## config.mk

```make
export PLATFORM = sky130hd
export DESIGN_NAME = fetch_buffer_flat
export DESIGN_NICKNAME = d
export VERILOG_FILES = /design/src/rtl/fetch_buffer_if.sv /design/src/rtl/fetch_buffer.sv /design/src/flat_wrapper.sv
export SDC_FILE = /design/constraint.sdc
export NUM_CORES = 1
export LEC_CHECK = 0
export BUFFER_PORTS_ARGS = -buffer_cell sky130_fd_sc_hd__clkbuf_2
export CAP_MARGIN = 5
export CORE_MARGIN = 5
export CORE_UTILIZATION = 50
export CTS_CLUSTER_SIZE = 12
export DETAILED_ROUTE_END_ITERATION = 6
export PLACE_DENSITY_LB_ADDON = 0.12
export SYNTH_ARGS = -nofsm -noshare
export SYNTH_HDL_FRONTEND = slang
export SYNTH_SLANG_ARGS = --single-unit
```

## constraint.sdc

```tcl
create_clock -name clk -period 14.55 [get_ports clk]
set_clock_uncertainty 0.1 [all_clocks]
set_input_delay 1.455 -clock clk [delete_from_list [all_inputs] [get_ports clk]]
set_output_delay 1.455 -clock clk [all_outputs]
set_load 0.02 [all_outputs]
```

## src/rtl/fetch_buffer_if.sv

```systemverilog
// Handshake bundle between fetch (master) and the fetch buffer (slave), including flush and occupancy.
interface fetch_buffer_if #(
    parameter int DEPTH = 4,
    parameter int XLEN  = 32
);
    localparam int CW = $clog2(DEPTH) + 1;

    logic            flush;
    logic            in_valid;
    logic            in_ready;
    logic [XLEN-1:0] in_pc;
    logic [XLEN-1:0] in_instr;
    logic            out_valid;
    logic            out_ready;
    logic [XLEN-1:0] out_pc;
    logic [XLEN-1:0] out_instr;
    logic [2:0]      out_imm_type;
    logic            out_illegal;
    logic [CW-1:0]   count;

    modport master (
        output flush, in_valid, in_pc, in_instr, out_ready,
        input  in_ready, out_valid, out_pc, out_instr, out_imm_type, out_illegal, count
    );

    modport slave (
        input  flush, in_valid, in_pc, in_instr, out_ready,
        output in_ready, out_valid, out_pc, out_instr, out_imm_type, out_illegal, count
    );
endinterface

```

## src/rtl/fetch_buffer.sv

```systemverilog
// Instruction FIFO between fetch and decode; stores a pre-decoded immediate class per entry.
// Optional combinational empty-buffer bypass is enabled by defining FETCH_BUF_BYPASS_EN.
module fetch_buffer #(
    parameter int DEPTH = 4,
    parameter int XLEN  = 32
) (
    input logic           clk,
    input logic           rst,
    fetch_buffer_if.slave bus
);
    localparam int PW = $clog2(DEPTH);
    localparam int CW = PW + 1;

    logic [XLEN-1:0] r_pc    [DEPTH];
    logic [XLEN-1:0] r_instr [DEPTH];
    logic [2:0]      r_imm   [DEPTH];
    logic            r_ill   [DEPTH];
    logic [PW-1:0]   r_wptr;
    logic [PW-1:0]   r_rptr;
    logic [CW-1:0]   r_count;

    logic            w_in_ready;
    logic            w_push;
    logic            w_write;
    logic            w_pop;
    logic [2:0]      w_in_imm;
    logic            w_in_ill;
    logic            w_out_valid;
    logic [XLEN-1:0] w_out_pc;
    logic [XLEN-1:0] w_out_instr;
    logic [2:0]      w_out_imm;
    logic            w_out_ill;

    function automatic logic [2:0] preDecode(input logic [6:0] op);
        case (op)
            7'b0000011, 7'b0010011, 7'b1100111, 7'b1110011: preDecode = 3'b000;
            7'b0100011:                                     preDecode = 3'b001;
            7'b1100011:                                     preDecode = 3'b010;
            7'b0110111, 7'b0010111:                         preDecode = 3'b011;
            7'b1101111:                                     preDecode = 3'b100;
            default:                                        preDecode = 3'b111;
        endcase
    endfunction

    assign w_in_imm   = preDecode(bus.in_instr[6:0]);
    assign w_in_ill   = (bus.in_instr[1:0] != 2'b11);
    assign w_in_ready = (r_count != CW'(DEPTH)) && !bus.flush;
    assign w_push     = bus.in_valid && w_in_ready;

    // Outputs are masked to the idle pattern whenever no valid head is presented.
    always_comb begin
        w_out_valid = 1'b0;
        w_out_pc    = '0;
        w_out_instr = '0;
        w_out_imm   = 3'b111;
        w_out_ill   = 1'b0;
        w_write     = w_push;
        w_pop       = 1'b0;
        if (!bus.flush) begin
            if (r_count != '0) begin
                w_out_valid = 1'b1;
                w_out_pc    = r_pc[r_rptr];
                w_out_instr = r_instr[r_rptr];
                w_out_imm   = r_imm[r_rptr];
                w_out_ill   = r_ill[r_rptr];
                w_pop       = bus.out_ready;
            end
`ifdef FETCH_BUF_BYPASS_EN
            else if (bus.in_valid) begin
                w_out_valid = 1'b1;
                w_out_pc    = bus.in_pc;
                w_out_instr = bus.in_instr;
                w_out_imm   = w_in_imm;
                w_out_ill   = w_in_ill;
                w_write     = w_push && !bus.out_ready;
            end
`endif
        end
    end

    // Flush wins over push/pop; storage is left alone and masked by count==0.
    always_ff @(posedge clk or posedge rst) begin
        if (rst) begin
            r_wptr  <= '0;
            r_rptr  <= '0;
            r_count <= '0;
            for (int i = 0; i < DEPTH; i++) begin
                r_pc[i]    <= '0;
                r_instr[i] <= '0;
                r_imm[i]   <= '0;
                r_ill[i]   <= 1'b0;
            end
        end else if (bus.flush) begin
            r_wptr  <= '0;
            r_rptr  <= '0;
            r_count <= '0;
        end else begin
            if (w_write) begin
                r_pc[r_wptr]    <= bus.in_pc;
                r_instr[r_wptr] <= bus.in_instr;
                r_imm[r_wptr]   <= w_in_imm;
                r_ill[r_wptr]   <= w_in_ill;
                r_wptr          <= r_wptr + PW'(1);
            end
            if (w_pop) begin
                r_rptr <= r_rptr + PW'(1);
            end
            r_count <= r_count + CW'(w_write) - CW'(w_pop);
        end
    end

    assign bus.in_ready     = w_in_ready;
    assign bus.out_valid    = w_out_valid;
    assign bus.out_pc       = w_out_pc;
    assign bus.out_instr    = w_out_instr;
    assign bus.out_imm_type = w_out_imm;
    assign bus.out_illegal  = w_out_ill;
    assign bus.count        = r_count;
endmodule

```

## src/flat_wrapper.sv

```systemverilog
// flat-port wrapper written by rule: the top's interface ports become plain ports
module fetch_buffer_flat 
#(
    parameter int DEPTH = 4,
    parameter int XLEN  = 32
)
  (clk, rst, bus_flush, bus_in_valid, bus_in_pc, bus_in_instr, bus_out_ready, bus_in_ready, bus_out_valid, bus_out_pc, bus_out_instr, bus_out_imm_type, bus_out_illegal, bus_count);
  fetch_buffer_if #(.DEPTH(DEPTH), .XLEN(XLEN)) bus_i ();
  input logic clk;
  input logic rst;
  input wire logic [$bits(bus_i.flush)-1:0] bus_flush;
  input wire logic [$bits(bus_i.in_valid)-1:0] bus_in_valid;
  input wire logic [$bits(bus_i.in_pc)-1:0] bus_in_pc;
  input wire logic [$bits(bus_i.in_instr)-1:0] bus_in_instr;
  input wire logic [$bits(bus_i.out_ready)-1:0] bus_out_ready;
  output wire logic [$bits(bus_i.in_ready)-1:0] bus_in_ready;
  output wire logic [$bits(bus_i.out_valid)-1:0] bus_out_valid;
  output wire logic [$bits(bus_i.out_pc)-1:0] bus_out_pc;
  output wire logic [$bits(bus_i.out_instr)-1:0] bus_out_instr;
  output wire logic [$bits(bus_i.out_imm_type)-1:0] bus_out_imm_type;
  output wire logic [$bits(bus_i.out_illegal)-1:0] bus_out_illegal;
  output wire logic [$bits(bus_i.count)-1:0] bus_count;
  assign bus_i.flush = bus_flush;
  assign bus_i.in_valid = bus_in_valid;
  assign bus_i.in_pc = bus_in_pc;
  assign bus_i.in_instr = bus_in_instr;
  assign bus_i.out_ready = bus_out_ready;
  assign bus_in_ready = bus_i.in_ready;
  assign bus_out_valid = bus_i.out_valid;
  assign bus_out_pc = bus_i.out_pc;
  assign bus_out_instr = bus_i.out_instr;
  assign bus_out_imm_type = bus_i.out_imm_type;
  assign bus_out_illegal = bus_i.out_illegal;
  assign bus_count = bus_i.count;
  fetch_buffer #(.DEPTH(DEPTH), .XLEN(XLEN)) u_core (.clk(clk), .rst(rst), .bus(bus_i));
endmodule
```

### Word level (Yosys, flattened, before mapping)

Cells that the tools add are included.

| operators by class | value |
|---|---|
| add/subtract/negate cells | 4 |
| magnitude comparators | 3 |
| eq/ne operators | 11 |
| muxes and demuxes | 40 |
| bitwise gates (word level) | 3 |
| reductions and logical operators | 10 |

Operator list:

| cell | count |
|---|---|
| 32-bit 2-to-1 mux | 9 |
| 128-bit bitwise mux | 2 |
| 32-bit binary-select mux with 2-bit select | 2 |
| 32-bit demux with 2-bit select | 1 |
| 7-bit == test, second input constant | 4 |
| 3-bit 2-to-1 mux | 6 |
| 3-bit one-hot mux with 5 select lines | 1 |
| 7-bit by 5-bit == test with 1-bit output, second input constant | 2 |
| 7-bit by 6-bit == test with 1-bit output, second input constant | 2 |
| 12-bit bitwise mux | 1 |
| 1-bit 2-to-1 mux | 9 |
| 2-bit 2-to-1 mux | 4 |
| 7-bit by 2-bit == test with 1-bit output, second input constant | 1 |
| 3-bit binary-select mux with 2-bit select | 1 |
| 3-bit demux with 2-bit select | 1 |
| 3-bit greater-or-equal comparator, second input constant | 2 |
| 2-bit inverter with 3-bit output | 2 |
| 2-bit by 1-bit adder with 2-bit output, second input constant | 2 |
| 4-bit bitwise mux | 1 |
| 2-bit nonzero test | 2 |
| 4-bit OR reduction | 1 |
| 3-bit by 1-bit adder with 3-bit output | 1 |
| 1-bit logical AND | 3 |
| 3-bit by 1-bit less-than comparator with 1-bit output, second input constant | 1 |
| 10 further kinds | 10 |

| word-level totals | value |
|---|---|
| bits in registers | 279 |
| input bits | 69 |
| word-level logic and storage cells | 90 |

### Depth between registers and ports, before layout

| depth | value |
|---|---|
| word-level depth | 6 |
| gate-level depth with buffers | 11 |
| gate-level depth less buffers | 10 |

### Worst setup path after synthesis

OpenSTA, ideal clock, no wires.

| timing | value |
|---|---|
| path type | input port to output port |
| from | input bus_flush |
| to | output bus_out_instr[0] |
| data arrival time | 2310 ps |
| data required time | 12995 ps |
| slack | 10685 ps |
| cell stages on the path | 4 |
| buffers on the path | 2 |
| path through | nor2_1 > clkbuf_1 > clkbuf_1 > and2_1 |

| on the way | value |
|---|---|
| longest elaborated chain between the ends | 1 |

RTL lines:

| item | RTL line | text |
|---|---|---|
| start, declared | flat_wrapper.sv:11 | `input wire logic [$bits(bus_i.flush)-1:0] bus_flush;` |
| 32-bit 2-to-1 mux | fetch_buffer.sv:59 | `if (!bus.flush) begin` |
| end, declared | flat_wrapper.sv:19 | `output wire logic [$bits(bus_i.out_instr)-1:0] bus_out_instr;` |

No other way between the ends.

### Worst setup path in the final report

| timing | value |
|---|---|
| from | register u_core.r_rptr[0] |
| to | output bus_out_imm_type[2] |

| on the way | value |
|---|---|
| longest elaborated chain between the ends | 6 |

RTL lines:

| item | RTL line | text |
|---|---|---|
| start, declared | fetch_buffer.sv:19 | `logic [PW-1:0] r_rptr;` |
| start signal, assigned | fetch_buffer.sv:106 | `r_rptr <= r_rptr + PW'(1);` |
| 2-bit inverter with 3-bit output (implied by the code) | fetch_buffer.sv:64 | `w_out_imm = r_imm[r_rptr];` |
| 3-bit binary-select mux with 2-bit select | fetch_buffer.sv:64 |  |
| 3-bit 2-to-1 mux (implied by the code) (2 in series) | fetch_buffer.sv:64 |  |
| 3-bit 2-to-1 mux | fetch_buffer.sv:60 | `if (r_count != '0) begin` |
| 3-bit 2-to-1 mux | fetch_buffer.sv:59 |  |
| end, declared | flat_wrapper.sv:20 | `output wire logic [$bits(bus_i.out_imm_type)-1:0] bus_out_imm_type;` |

No other way between the ends. The select of a mux whose other input is x is not followed.

==> summary.txt <==
Outcome -> finished, final reports clean
Multi-input logic area -> 5670 um2
Critical Path Stages -> 4
Die W -> 172 um
Worst Path Arrival -> 3.31 ns
Synth Warn # -> 0
RSZ-0062 raised after global routing -> no
Fraction of registers with async set/reset -> 1.00
Initial antenna violation count -> 0
Finished Layout Cells -> 1310
Highest clock rate -> 205 MHz
CTS clk-pin slew, worst paths -> 0.06 ns
Library cells used by synthesis -> 43
Commonest non-fill, non-tap cell in the layout -> dfrtp_1
Area Overhead vs Synth -> 13.8%
CTS resizes -> 0
Mapped cell area -> 13100 um2
# IOs -> 142
CP startpoint -> u_core.r_rptr[0]
Mean Syn Cell Area -> 15.9 um2
Clock tree buffer depth -> 3
Finish-stage setup viols -> 0
Drt drc -> 0
Crit path to -> bus_out_imm_type[2]
Starting DRT DRC Count -> 294
RR Startpoint -> u_core.bus.count[1]
Maximum fanout along the worst path -> 48
Gpl congestion -> 0.707
Ant. Diodes -> 0
Crit Path Category -> register to primary output
CP required -> 12.99 ns
Share of cells above drive strength 1 -> 0.536
Filler instances -> 2114
Fin. max-slew vios -> 0
CTS Root Cell -> clkbuf_16
Hold_ws -> 0.380 ns
Site Rows -> 59
Reg-to-Reg End -> u_core.bus.count[2]
Post-Synthesis Cells -> 825
Wire length per cell -> 20.5 um
Seq/Total Area, Yosys -> 0.532
Vias/cell -> 5.53
Detailed Routing Iterations Pass 1 -> 4
Crit path buf inv count -> 2
GRT overflow -> 0
Crit path launch type -> register
Die height -> 172 um
Setup Fix Bufs, Post-CTS -> 0
Fin crit share -> 0.335
Register Area -> 6990 um2
# port buffers -> 141
Hold crit path type -> register to register
CP max stage delay -> 0.89 ns
Maxcap violations -> 0
Worst ir drop on vdd -> 0.123 mV
First-pass GRT wire length -> 43700 um
Tightest Pin Transition -> 1.05 ns
Synth Flop Type -> dfrtp_1
Cells after DPL -> 1253
# H-tree levels -> 1
Vias in the first global route -> 7855
Clock Latency Late Sink -> 0.55 ns
Initial core utilization -> 0.505
Syn_nets -> 901
All-Layer GR Usage -> 0.186
Fin Setup TNS -> 0 ns
Pin count of the biggest net entering global routing -> 92
Final WL -> 26900 um
Post-DRT Antenna Nets -> 0
Die Area -> 29600 um2
Core ar. -> 26000 um2
Post-DP HPWL -> 16300 um
Final count of hold timing violations -> 0
Min Clock Period, post-route -> 4.87 ns
Slowest CP cell -> buf_4
R2R setup slack -> 11.36 ns
Crit path cell chain -> buf_4 -> mux4_2 -> or3_1 -> clkbuf_2
Most frequent cells in the layout -> 277 x dfrtp_1, 200 x mux2_2, 141 x clkbuf_2
Net count, final -> 1027
CTS tree -> yes
Slew headroom -> 0.297
Crit. End Element -> primary output
Pwr per Cell Area -> 203 nW/um2
Clock sinks -> 279
R2R cell count -> 11
Flops & latches, synth -> 279
Critical path's top delay family -> buffers and inverters
Cts hold-fix bufs -> 0
Post-synth EDFFs -> 0
Leak -> 6.81 nW
Vias -> 7243
CTS Buf Count -> 31
## logic make-up after synthesis
logic type,Yosys count,share of synthesized area
multiplexers,327,0.350
flip-flops,279,0.532
AND/OR/NAND/NOR,104,0.0517
buffers and inverters,68,0.0371
AO/OA/AOI/OAI,35,0.0182
adder cells (fa/ha/maj),7,0.00725
XOR/XNOR,5,0.00334
## how the worst min path moves through the flow
| stage | start | to | slack (ns) | cells after the start |
|---|---|---|---|---|
| after floorplan | u_core.r_instr[100] | u_core.r_instr[100] | 0.35 | 1 |
| after global placement | u_core.r_instr[101] | u_core.r_instr[101] | 0.37 | 1 |
| after detailed placement | u_core.r_instr[122] | u_core.r_instr[122] | 0.37 | 1 |
| after CTS | u_core.r_instr[99] | u_core.r_instr[99] | 0.39 | 1 |
| after global routing | u_core.r_pc[97] | u_core.r_pc[97] | 0.40 | 1 |
| final | u_core.r_instr[99] | u_core.r_instr[99] | 0.38 | 1 |
## power breakdown
group / internal, mW / leakage [nW] / switching, mW
clock: 0.466 / 0.515 / 0.306
combinational: 0.576 / 2.82 / 0.381
sequential: 1.11 / 3.47 / 0.185
## flip-flops by register name, indices dropped and copies added, names as in the netlist
name	flops
u_core.r_rptr	2
u_core.r_wptr	2
u_core.r_pc	128
u_core.r_instr	128
u_core.r_imm	12
u_core.r_ill	4
u_core.bus.count	3
## metrics by stage
stage | power [mW] | utilization | setup slack, ns | instance area (um2)
global route | 3.21 | 0.574 | 9.43 | 14900
detailed placement | 2.28 | 0.535 | 9.81 | 13900
finish | 3.03 | 0.574 | 9.68 | 14900
floorplan | 2.05 | - | 5.30 | 13100
CTS | 3.07 | 0.574 | 9.57 | 14900
global placement | 2.26 | 0.535 | 9.97 | 13900
## cell usage after synthesis (2+ instances only)
cell / instances / area (um2)
o31ai_1: 8 / 60.1
buf_2: 18 / 90.1
buf_1: 2 / 7.51
xnor2_1: 2 / 17.5
buf_4: 6 / 45.0
ha_1: 6 / 75.1
nor3_2: 2 / 20.0
or3_1: 4 / 25.0
a2111oi_1: 2 / 20.0
nor2_1: 8 / 30.0
mux2_4: 39 / 586
clkbuf_1: 14 / 52.6
nand3_1: 4 / 20.0
nor2b_1: 5 / 31.3
mux2_1: 20 / 225
buf_12: 5 / 100
a31oi_1: 14 / 87.6
mux4_2: 68 / 1530
nand3_4: 2 / 35.0
inv_1: 9 / 33.8
o41ai_1: 2 / 17.5
buf_6: 14 / 158
mux2_2: 200 / 2250
dfrtp_1: 279 / 6980
nand2_1: 2 / 7.51
xor2_1: 3 / 26.3
a21oi_1: 5 / 25.0
and2_1: 67 / 419
## per-layer routing
metal	part of all wire	global-route usage	vias to the layer above	wire length (um)
met4	0.016	0.0355	0	431
li1	-	-	3281	-
met2	0.49	0.304	139	13000
met3	0.048	0.0361	32	1300
met1	0.45	0.264	3791	12100
met5	0	0	-	0
## cell type report
cell class | count | area share
inverter | 9 | 0.00277
sequential | 279 | 0.468
tap | 335 | 0.0281
clock inverter | 12 | 0.00763
multi-input combinational | 478 | 0.380
timing repair buffer | 152 | 0.0528
clock buffer | 45 | 0.0609
Power figures use the tool's default switching activity.
